===== src/rtl/alu_op_sequencer.sv =====
// alu_op_sequencer: accepts one ALU operation, strobes the ALU, captures C into ZHigh/ZLow, returns it.
// Optional build macro ALU_CHECK_EN adds an internal ALU reference model whose mismatches raise rsp_err.
module alu_op_sequencer #(
  parameter int DATA_W = 32,
  parameter int CNT_W  = 16
) (
  input  logic                clock,
  input  logic                clear,
  input  logic                req_valid,
  output logic                req_ready,
  input  logic [3:0]          req_op,
  input  logic [DATA_W-1:0]   req_a,
  input  logic [DATA_W-1:0]   req_b,
  output logic [DATA_W-1:0]   y_out,
  output logic [DATA_W-1:0]   bus_out,
  output logic                alu_add,
  output logic                alu_incpc,
  output logic                alu_and,
  output logic                alu_or,
  output logic                alu_branch,
  input  logic [2*DATA_W-1:0] alu_c,
  output logic                rsp_valid,
  input  logic                rsp_ready,
  output logic [DATA_W-1:0]   rsp_lo,
  output logic [DATA_W-1:0]   rsp_hi,
  output logic                rsp_err,
  output logic [CNT_W-1:0]    stat_ops,
  output logic [1:0]          dbg_state
);

  localparam logic [3:0] OP_AND    = 4'b0000;
  localparam logic [3:0] OP_OR     = 4'b0001;
  localparam logic [3:0] OP_ADD    = 4'b0100;
  localparam logic [3:0] OP_INCPC  = 4'b1101;
  localparam logic [3:0] OP_BRANCH = 4'b1110;

  typedef enum logic [1:0] {
    S_IDLE    = 2'd0,
    S_EXEC    = 2'd1,
    S_CAPTURE = 2'd2,
    S_RESP    = 2'd3
  } state_t;

  state_t            state_q;
  state_t            state_d;
  logic [3:0]        op_q;
  logic [DATA_W-1:0] z_low;
  logic [DATA_W-1:0] z_high;
  logic              accept;
  logic              req_legal;
  logic              strobe_on;
  logic              rsp_done;
  logic              check_fail;

  function automatic logic op_is_legal(input logic [3:0] op);
    case (op)
      OP_AND, OP_OR, OP_ADD, OP_INCPC, OP_BRANCH: return 1'b1;
      default:                                    return 1'b0;
    endcase
  endfunction

  assign req_legal = op_is_legal(req_op);

  // Handshakes: a transfer happens on a rising edge where valid && ready are both high.
  // A producer holds valid and its payload until that edge; ready never waits on valid
  // combinationally except through clear. Requests are taken only in IDLE (one op in flight),
  // and the response payload stays frozen for as long as rsp_valid is high without rsp_ready.
  always_comb begin
    state_d   = state_q;
    req_ready = 1'b0;
    accept    = 1'b0;
    case (state_q)
      S_IDLE: begin
        req_ready = !clear;
        accept    = req_valid && !clear;
        if (req_valid) state_d = req_legal ? S_EXEC : S_RESP;
      end
      S_EXEC:    state_d = S_CAPTURE;
      S_CAPTURE: state_d = S_RESP;
      S_RESP:    if (rsp_ready) state_d = S_IDLE;
      default:   state_d = S_IDLE;
    endcase
  end

  // The strobe is a pure decode of the latched op, so at most one can ever be high.
  always_comb begin
    strobe_on  = (state_q == S_EXEC) || (state_q == S_CAPTURE);
    alu_add    = 1'b0;
    alu_incpc  = 1'b0;
    alu_and    = 1'b0;
    alu_or     = 1'b0;
    alu_branch = 1'b0;
    if (strobe_on) begin
      case (op_q)
        OP_ADD:    alu_add    = 1'b1;
        OP_INCPC:  alu_incpc  = 1'b1;
        OP_AND:    alu_and    = 1'b1;
        OP_OR:     alu_or     = 1'b1;
        OP_BRANCH: alu_branch = 1'b1;
        default:   ;
      endcase
    end
  end

  assign rsp_valid = (state_q == S_RESP);
  assign rsp_done  = rsp_valid && rsp_ready;
  assign rsp_lo    = z_low;
  assign rsp_hi    = z_high;
  assign dbg_state = state_q;

`ifdef ALU_CHECK_EN
  // Reference ALU: operands come from the held y_out/bus_out, upper half is always zero.
  logic [DATA_W-1:0] model_lo;

  always_comb begin
    model_lo = '0;
    case (op_q)
      OP_AND:    model_lo = y_out & bus_out;
      OP_OR:     model_lo = y_out | bus_out;
      OP_ADD:    model_lo = y_out + bus_out;
      OP_INCPC:  model_lo = bus_out + DATA_W'(1);
      OP_BRANCH: model_lo = y_out + bus_out + DATA_W'(1);
      default:   model_lo = '0;
    endcase
  end

  assign check_fail = (alu_c != {{DATA_W{1'b0}}, model_lo});
`else
  assign check_fail = 1'b0;
`endif

  always_ff @(posedge clock) begin
    if (clear) begin
      state_q  <= S_IDLE;
      op_q     <= '0;
      y_out    <= '0;
      bus_out  <= '0;
      z_low    <= '0;
      z_high   <= '0;
      rsp_err  <= 1'b0;
      stat_ops <= '0;
    end else begin
      state_q <= state_d;
      if (accept) begin
        op_q <= req_op;
        if (req_legal) begin
          y_out   <= req_a;
          bus_out <= req_b;
          rsp_err <= 1'b0;
        end else begin
          // Illegal ops skip the ALU entirely and report a zero result.
          z_low   <= '0;
          z_high  <= '0;
          rsp_err <= 1'b1;
        end
      end
      if (state_q == S_CAPTURE) begin
        z_low  <= alu_c[DATA_W-1:0];
        z_high <= alu_c[2*DATA_W-1:DATA_W];
        if (check_fail) rsp_err <= 1'b1;
      end
      if (rsp_done) stat_ops <= stat_ops + CNT_W'(1);
    end
  end

  a_strobe_onehot: assert property (@(posedge clock) disable iff (clear)
    $onehot0({alu_add, alu_incpc, alu_and, alu_or, alu_branch}));

  a_rsp_stable: assert property (@(posedge clock) disable iff (clear)
    (rsp_valid && !rsp_ready) |=> ($stable(rsp_lo) && $stable(rsp_hi) && $stable(rsp_err)));

  a_ready_only_idle: assert property (@(posedge clock) disable iff (clear)
    req_ready |-> (state_q == S_IDLE));

endmodule

===== config.mk =====
export PLATFORM = sky130hd
export DESIGN_NAME = alu_op_sequencer
export DESIGN_NICKNAME = d
export VERILOG_FILES = /design/src/rtl/alu_op_sequencer.sv
export SDC_FILE = /design/constraint.sdc
export NUM_CORES = 1
export LEC_CHECK = 0
export BUFFER_PORTS_ARGS = -buffer_cell sky130_fd_sc_hd__buf_2
export CAP_MARGIN = 0
export CORE_UTILIZATION = 35
export CTS_BUF_LIST = sky130_fd_sc_hd__clkbuf_8
export DETAILED_ROUTE_END_ITERATION = 6
export PLACE_DENSITY = 0.76
export SLEW_MARGIN = 20
export SYNTH_ARGS = -nofsm -noshare
export SYNTH_HDL_FRONTEND = slang
export SYNTH_SLANG_ARGS = --single-unit

===== constraint.sdc =====
create_clock -name clock -period 2.5 [get_ports clock]
set_input_delay 0.25 -clock clock [delete_from_list [all_inputs] [get_ports clock]]
set_output_delay 0.25 -clock clock [all_outputs]
set_load 0.01 [all_outputs]

### After elaboration in Yosys (flattened, before gate mapping)

Cells that the tools add are included.

| operators by class | value |
|---|---|
| add/sub/neg operators | 1 |
| reductions and logical operators | 12 |
| muxes and demuxes | 22 |
| eq/ne operators | 14 |

Operators by type and width:

| cell | count |
|---|---|
| two-way mux 32 bit | 4 |
| adder 16 x 1 -> 16 bit, second input constant | 1 |
| equality test 4 bit, second input constant | 4 |
| two-way mux 1 bit | 14 |
| equality test 4 x 1 -> 1 bit, second input constant | 2 |
| equality test 4 x 3 -> 1 bit, second input constant | 2 |
| zero test 4 bit | 2 |
| one-hot mux 2 bit (4 select lines) | 1 |
| two-way mux 2 bit | 3 |
| AND reduction 2 bit | 3 |
| OR reduction 5 bit | 1 |
| equality test 2 bit, second input constant | 2 |
| != test 2 x 1 -> 1 bit, second input constant | 2 |
| equality test 2 x 1 -> 1 bit, second input constant | 1 |
| logical AND 1 bit | 2 |
| zero test 2 bit | 1 |
| != test 2 bit, second input constant | 1 |
| nonzero test 2 bit | 1 |
| zero test 1 bit | 1 |
| logical OR 1 bit | 1 |

| word-level totals | value |
|---|---|
| word-level logic and storage cells | 57 |
| register bits | 151 |
| output and inout bits | 154 |

### Depth between registers and ports, before layout

Gate-level depths: netlist of the first run.

| depth | value |
|---|---|
| depth in word-level cells | 6 |
| depth in mapped cells | 8 |

### Worst setup path before layout of the first run

Ideal clock, no wire load.

| timing path | value |
|---|---|
| kind | reg-to-reg |
| start | register state_q[1], in the netlist dbg_state[1] |
| end | register stat_ops[15] |
| setup time | 121 ps |
| data arrival time | 1,827 ps |
| clock period less this slack | 1,948 ps |
| cell stages (with the launch flop) | 6 |
| slack | 552 ps |
| path buffers | 0 |
| data required time | 2,379 ps |
| path through | dfxtp_1 ha_1 nand4_1 nor3_1 nor3b_1 mux2_2 |

| on the way | value |
|---|---|
| word-level cells in the longest chain between the ends | 2 |

RTL lines:

| element | line | RTL |
|---|---|---|
| start: declaration | 44 | `state_t state_q;` |
| start signal: assignment | 143 | `state_q <= state_d;` |
| equality test 2 bit | 105 | `assign rsp_valid = (state_q == S_RESP);` |
| net rsp_valid | 22 | `output logic rsp_valid,` |
| logical AND 1 bit | 106 | `assign rsp_done = rsp_valid && rsp_ready;` |
| end signal: assignment | 162 | `if (rsp_done) stat_ops <= stat_ops + CNT_W'(1);` |
| end: declaration | 27 | `output logic [CNT_W-1:0] stat_ops,` |

The timed path passes the listed nets, and every way through them passes these cells.
A chain may end at the register's enable or synchronous reset.

### Worst setup path after layout of the first run

| timing path | value |
|---|---|
| start | register state_q[1], in the netlist dbg_state[1] |
| end | output port alu_add |

| on the way | value |
|---|---|
| word-level cells in the longest chain between the ends | 3 |
| elaborated cells on any way between the ends | 4 |
| classes of those cells | 2 x eq/ne; 1 x mux; 1 x reduce/logical |

RTL lines:

| element | line | RTL |
|---|---|---|
| equality test 2 x 1 -> 1 bit or equality test 2 bit (tied branches) | 87 | `strobe_on = (state_q == S_EXEC) \|\| (state_q == S_CAPTURE);` |
| logical OR 1 bit (*) | 87 |  |
| two-way mux 1 bit (*) | 93 | `if (strobe_on) begin` |
| end: declaration | 16 | `output logic alu_add,` |

Mark *: on every way between the ends. The rest lies on a longest branch, timed or not.

==> reports/results.txt, run 1 <==
Worst Path Max Fanout -> 4
Core area -> 0.01531 mm2
Global-route wire length before repair -> 28400 um
Power density over the cells -> 772.0 mW/mm2
Iter 0 DRT Violations -> 323
Worst reg-to-reg setup slack -> 0.54 ns
Worst path slowest cell -> dfxtp_1
Combinational group share of total power -> 0.292
CTS tree -> done
Hold Buf Count CTS -> 111
Peak supply drop -> 0.5790 mV
CTS H-tree lvls -> 4
NumNets Final -> 1097
Worst Max-Slew Pin Slew -> 0.6928 ns
Overflow left after global routing -> 0
Layout cell share with drive strength beyond 1 -> 0.3519
Final WS setup -> 0.4850 ns
Relative slew slack -> 0.5381
Minimum hold slack -> 0.03026 ns
Wire length per cell -> 15.86 um
Sw Pwr -> 2356 uW
Io pins -> 290
Final count of hold timing violations -> 0
Number of distinct library cells after synthesis -> 30
Port buffer count -> 289
Mapped cell area -> 0.005553 mm2
Syn Inst Count -> 575
Post-route ant nets -> 0
Most frequent cells in the layout -> 289 x buf_2, 151 x dfxtp_1, 114 x dlygate4sd3_1
Via count -> 5963
Post-synthesis register bit count -> 151
Setup TNS -> 0 ns
Clock network fraction of total power -> 0.272
Fin crit period -> 2.015 ns
# rows -> 45
Critical Path RT -> 2.25 ns
Largest net degree at the start of global routing -> 70
Crit path kind -> flip-flop to primary output
CTS buffer count -> 17
CP peak stage delay -> 0.39 ns
Post-synthesis mux area share -> 0.004056
Total Power -> 6736 uW
Type of origin of the critical path -> flip-flop
GRT Total Usage -> 0.2199
Postcts setup bufs -> 0
Status -> finished clean
Syn nets -> 716
Sequential share of power -> 0.436
Clock root cell -> clkbuf_8
Max Slew Vio Count -> 0
Area Growth Syn to Fin -> 57.14%
Max Cap Viol -> 0
Maximum clock path buffer count -> 2
DRC violations left -> 0
Die W -> 128.0 um
Later-pin clock latency in the skew report -> 0.45 ns
Vias in the first global route -> 5712
Initial antenna violation count -> 0
Average size of a mapped cell -> 9.657 um2
Post-CTS sizing -> 0
Leakage -> 0.004269 uW
Post-synth EDFFs -> 0
Ant diodes -> 0
Commonest non-fill, non-tap cell in the layout -> buf_2
Synth Area in Simple Gates -> 0.1584
Dominant synthesized flop cell -> dfxtp_1
DIE HEIGHT -> 128.0 um
Die area -> 0.01637 mm2
Reg clk slew, reported paths -> 0.09 ns
Clk sinks -> 151
Worst-path cell chain -> inv_1 -> ha_1 -> nand2_1 -> nor4_1 -> buf_2
RSZ-0062 raised after global routing -> no
Async SR Flop Fraction -> 0
Fin Clk Skew -> 0.01487 ns
# setup viols final -> 0
P_int -> 4381 uW
Yosys warns -> 0
Switching share of power -> 0.3497
Final GP Congestion -> 0.7959
Achievable Freq -> 496.3 MHz
Routed wire length -> 18710 um
Post-synthesis compound-gate area fraction -> 0.2152
Main combinational cell family by area after synthesis -> compound AO/OA/AOI/OAI gates
Xor and xnor fraction of the mapped netlist area -> 0.01577
DR vias/cell -> 5.053
Starting Density -> 0.3626
TritonRoute pass-1 iters -> 5
Hold/Removal Path Class -> primary input to flip-flop
CP Capture Type -> primary output
Adder-cell share of the synthesized area -> 0.01127
Sequential share of the synthesized area -> 0.5444
Fin crit share -> 0.8060
Final HPWL DP -> 10930 um
Critical path arrival -> 1.77 ns
FILL cells -> 1245
Dpl ws -> 0.5562 ns
## state kept, by name, summed over array words and instances (netlist names)
signal     count
dbg_state      2
y_out         32
op_q           4
rsp_hi        32
bus_out       32
stat_ops      16
rsp_lo        32
rsp_err        1
## path summary, 6_finish.rpt
path,depth (start not counted),to,startpoint
max,5,alu_add,dbg_state[1]$_SDFFE_PP0P_
min,3,bus_out[17]$_SDFFE_PP0P_,req_b[17]
max reg2reg,5,stat_ops[12]$_SDFFE_PP0P_,dbg_state[1]$_SDFFE_PP0P_
min reg2reg,2,rsp_err$_SDFFE_PP0P_,rsp_err$_SDFFE_PP0P_
## critical path, delay by kind of cell, from the launching register on
kind | cells | cell delay, ns
adder cells (fa/ha/maj) | 1 | 0.32
buffers and inverters | 2 | 0.29
flip-flops | 1 | 0.39
AND/OR/NAND/NOR | 2 | 0.33
## cell usage after synthesis (2+ instances only)
| library cell | instances | share of area |
|---|---|---|
| nand4_1 | 3 | 0.0034 |
| a22o_1 | 64 | 0.10 |
| clkbuf_1 | 35 | 0.024 |
| o211ai_1 | 64 | 0.087 |
| a211oi_1 | 2 | 0.0027 |
| nor4_1 | 4 | 0.0045 |
| a21oi_1 | 12 | 0.011 |
| buf_2 | 7 | 0.0063 |
| buf_6 | 6 | 0.012 |
| o21ai_0 | 3 | 0.0027 |
| nor2b_1 | 3 | 0.0034 |
| xor2_1 | 2 | 0.0032 |
| dfxtp_1 | 151 | 0.54 |
| nand2_1 | 81 | 0.055 |
| nor3_1 | 7 | 0.0063 |
| inv_1 | 9 | 0.0061 |
| xnor2_1 | 8 | 0.013 |
| a31o_2 | 2 | 0.0032 |
| nor2_1 | 17 | 0.011 |
| ha_1 | 5 | 0.011 |
| buf_1 | 4 | 0.0027 |
| mux2_2 | 2 | 0.0041 |
| or3_1 | 4 | 0.0045 |
| nor3b_1 | 2 | 0.0027 |
| nand3_1 | 73 | 0.066 |
## layout make-up
type | count | area (um2) | share of cell area
Sequential cell | 151 | 3023 | 0.3464
Tap cell | 211 | 264.0 | 0.03026
Timing Repair Buffer | 414 | 2745 | 0.3146
Clock inverter | 15 | 146.4 | 0.01678
Multi-Input combinational cell | 363 | 2280 | 0.2613
Inverter | 9 | 33.78 | 0.003872
Clock buffer | 17 | 234.0 | 0.02681
## kinds of logic after synthesis
| family | Yosys count |
|---|---|
| buffers and inverters | 61 |
| multiplexers | 2 |
| XOR/XNOR | 10 |
| adder cells (fa/ha/maj) | 5 |
| AO/OA/AOI/OAI | 151 |
| AND/OR/NAND/NOR | 195 |
| flip-flops | 151 |
## power by group through the flow
stage	logic, uW	clock network, uW	registers, uW
6_report	1960	1830	2940
5_1_grt	2110	1980	2980
4_1_cts	1940	1870	2930
3_5_place_dp	1800	0	2980
3_3_place_gp	1780	0	2980
2_1_floorplan	930	0	3120
## per-stage QoR
stage / area [um2] / utilization / cells
2_1_floorplan: 5553 / - / 575
3_3_place_gp: 7204 / 0.4704 / 1034
3_5_place_dp: 7204 / 0.4704 / 1034
4_1_cts: 8696 / 0.5678 / 1177
5_1_grt: 8726 / 0.5698 / 1180
6_report: 8726 / 0.5698 / 1180
## routing by layer
metal / up-vias / track usage / share of wire
li1: 2866 / - / -
met1: 2767 / 0.2565 / 0.41
met2: 302 / 0.3820 / 0.49
met3: 28 / 0.06928 / 0.087
met4: 0 / 0.07059 / 0.017
met5: - / 0 / 0
Note: power is estimated with default switching activity, not from simulation.
==> run 2: changes to the inputs <==
clock period = 2 ns   (was 2.5 ns; I/O delays follow)
==> reports/results.txt, run 2 (synthesis gave the netlist of run 1 again) <==
Status -> finished clean (unchanged)
Worst R2R End -> stat_ops[15]$_SDFFE_PP0P_ (was stat_ops[12]$_SDFFE_PP0P_)
Reg2reg path depth -> 5 (unchanged)
Post-route ant nets -> 0 (unchanged)
Ant diodes -> 0 (unchanged)
Max Slew Vio Count -> 0 (unchanged)
RSZ-0062 raised after global routing -> no (unchanged)
NumNets Final -> 1112 (was 1097)
Setup TNS -> 0 ns (unchanged)
Later-pin clock latency in the skew report -> 0.44 ns (was 0.45 ns)
Vias in the first global route -> 5881 (was 5712)
Routed wire length -> 19090 um (was 18710 um)
Port buffer count -> 289 (unchanged)
Core area -> 0.01531 mm2 (unchanged)
Hold/Removal Path Class -> primary input to flip-flop (unchanged)
Achievable Freq -> 530.8 MHz
CTS tree -> done (unchanged)
Fin Clk Skew -> 0.01059 ns (was 0.01487 ns)
Relative slew slack -> 0.6202 (was 0.5381)
Final HPWL DP -> 10820 um (was 10930 um)
Worst Path Max Fanout -> 4 (unchanged)
CP startpoint -> dbg_state[0]$_SDFFE_PP0P_ (was dbg_state[1]$_SDFFE_PP0P_)
Clk sinks -> 151 (unchanged)
Wire length per cell -> 15.99 um (was 15.86 um)
Iter 0 DRT Violations -> 326 (was 323)
Critical Path RT -> 1.80 ns (was 2.25 ns)
CP Capture Type -> primary output (unchanged)
Final Cell Area -> 0.008900 mm2 (was 0.008726 mm2)
Power density over the cells -> 961.6 mW/mm2 (was 772.0 mW/mm2)
Critical path arrival -> 1.68 ns (was 1.77 ns)
Starting Density -> 0.3626 (unchanged)
Area Growth Syn to Fin -> 60.27% (was 57.14%)
Largest net degree at the start of global routing -> 70 (unchanged)
Reg clk slew, reported paths -> 0.09 ns (about the same)
Type of origin of the critical path -> flip-flop (unchanged)
Fin cells -> 1194 (was 1180)
Area post-placement -> 0.007219 mm2 (was 0.007204 mm2)
TritonRoute pass-1 iters -> 5 (unchanged)
Leakage -> 0.004355 uW (was 0.004269 uW)
Clock root cell -> clkbuf_8 (unchanged)
# rows -> 45 (unchanged)
Fin crit period -> 1.884 ns
Max Cap Viol -> 0 (unchanged)
Global-route wire length before repair -> 29400 um (was 28400 um)
Final Core Density -> 0.5811 (was 0.5698)
Most frequent cells in the layout -> 289 x buf_2, 150 x dfxtp_1, 127 x dlygate4sd3_1 (was 289 x buf_2, 151 x dfxtp_1, 114 x dlygate4sd3_1)
Postcts setup bufs -> 0 (unchanged)
Crit path kind -> flip-flop to primary output (unchanged)
Maximum clock path buffer count -> 2 (unchanged)
Placed Cells incl. Taps -> 1036 (was 1034)
Initial antenna violation count -> 0 (unchanged)
Final GP Congestion -> 0.7925 (was 0.7959)
Via count -> 6052 (was 5963)
Die area -> 0.01637 mm2 (unchanged)
DIE HEIGHT -> 128.0 um (unchanged)
Die W -> 128.0 um (unchanged)
Final count of hold timing violations -> 0 (unchanged)
CTS H-tree lvls -> 4 (unchanged)
Critical Path Sink -> alu_branch (was alu_add)
Fin crit share -> 0.9420
GRT Total Usage -> 0.2272 (was 0.2199)
# setup viols final -> 0 (unchanged)
Peak supply drop -> 0.4677 mV (was 0.5790 mV)
Layout cell share with drive strength beyond 1 -> 0.3520 (was 0.3519)
Worst Max-Slew Pin Slew -> 0.5697 ns (was 0.6928 ns)
Reg-to-reg critical path startpoint -> dbg_state[0]$_SDFFE_PP0P_ (was dbg_state[1]$_SDFFE_PP0P_)
Io pins -> 290 (unchanged)
Commonest non-fill, non-tap cell in the layout -> buf_2 (unchanged)
Overflow left after global routing -> 0 (unchanged)
DRC violations left -> 0 (unchanged)
CTS buffer count -> 17 (unchanged)
Worst reg-to-reg setup slack -> 0.21 ns (was 0.54 ns)
Minimum hold slack -> 0.04944 ns (was 0.03026 ns)
DR vias/cell -> 5.069 (was 5.053)
## run 2: cell types whose count changed in the layout (fill, tap and decap cells not counted), sizes merged, moves of 2 or more
cell         change
buf              +2
dlygate4sd3     +13
clkinv           +2
clkinvlp         -4
## run 2: through the flow
stage | worst slack, ns | total power [uW]
finish | 0.1160 | 8558
global route | 0.002317 | 8994
CTS | 0.02474 | 8550
detailed placement | 0.1634 | 5978
global placement | 0.2326 | 5949
floorplan | 0.05239 | 5067
## run 2: where the power goes
part | switching [uW] | leakage (uW) | internal [uW]
registers | 254 | 0.00123 | 3430
clock network | 1220 | 0.000202 | 1150
logic | 1440 | 0.00293 | 1060
## run 2: layout make-up
type,count,area (um2)
fillers,1236,6415
flip-flops and latches,151,3024
repair buffers,429,2890
multi-input cells,363,2293
well taps,211,264.0
clock buffers,18,247.7
clock inverters,13,146.4
inverters,9,33.78
## run 2: what timing repair did
| action | CTS | global route |
|---|---|---|
| gates cloned | 0 | 0 |
| gates resized for setup | 1 | 3 |
| hold buffers | 126 | 1 |
| pin swaps | 0 | 0 |
| endpoints found under the setup margin | 1 | 6 |
| hold endpoints to repair | 126 | 1 |
## run 2: worst min-delay path by stage
stage,end,slack [ns],cells past startpoint,startpoint
after floorplan,bus_out[0]$_SDFFE_PP0P_,0.32,2,req_b[0]
after global placement,y_out[23]$_SDFFE_PP0P_,0.40,3,req_a[23]
after detailed placement,bus_out[14]$_SDFFE_PP0P_,0.41,3,req_b[14]
after CTS,y_out[22]$_SDFFE_PP0P_,0.005,3,req_a[22]
after global routing,y_out[20]$_SDFFE_PP0P_,0.02,3,req_a[20]
final,y_out[20]$_SDFFE_PP0P_,0.05,3,req_a[20]
## run 2: metal layers
layer / up-vias / GRT usage / wire, um
met5: - / 0 / 0
met4: 0 / 0.09204 / 485
li1: 2880 / - / -
met2: 308 / 0.3750 / 9138
met3: 38 / 0.07638 / 1679
met1: 2826 / 0.2712 / 7789
## run 2: critical path: stages (launching register included)
cell and delay [ns]:
dfxtp_1 0.35, inv_1 0.09, ha_2 0.35, nand2_1 0.11, nor3_1 0.17, buf_2 0.16
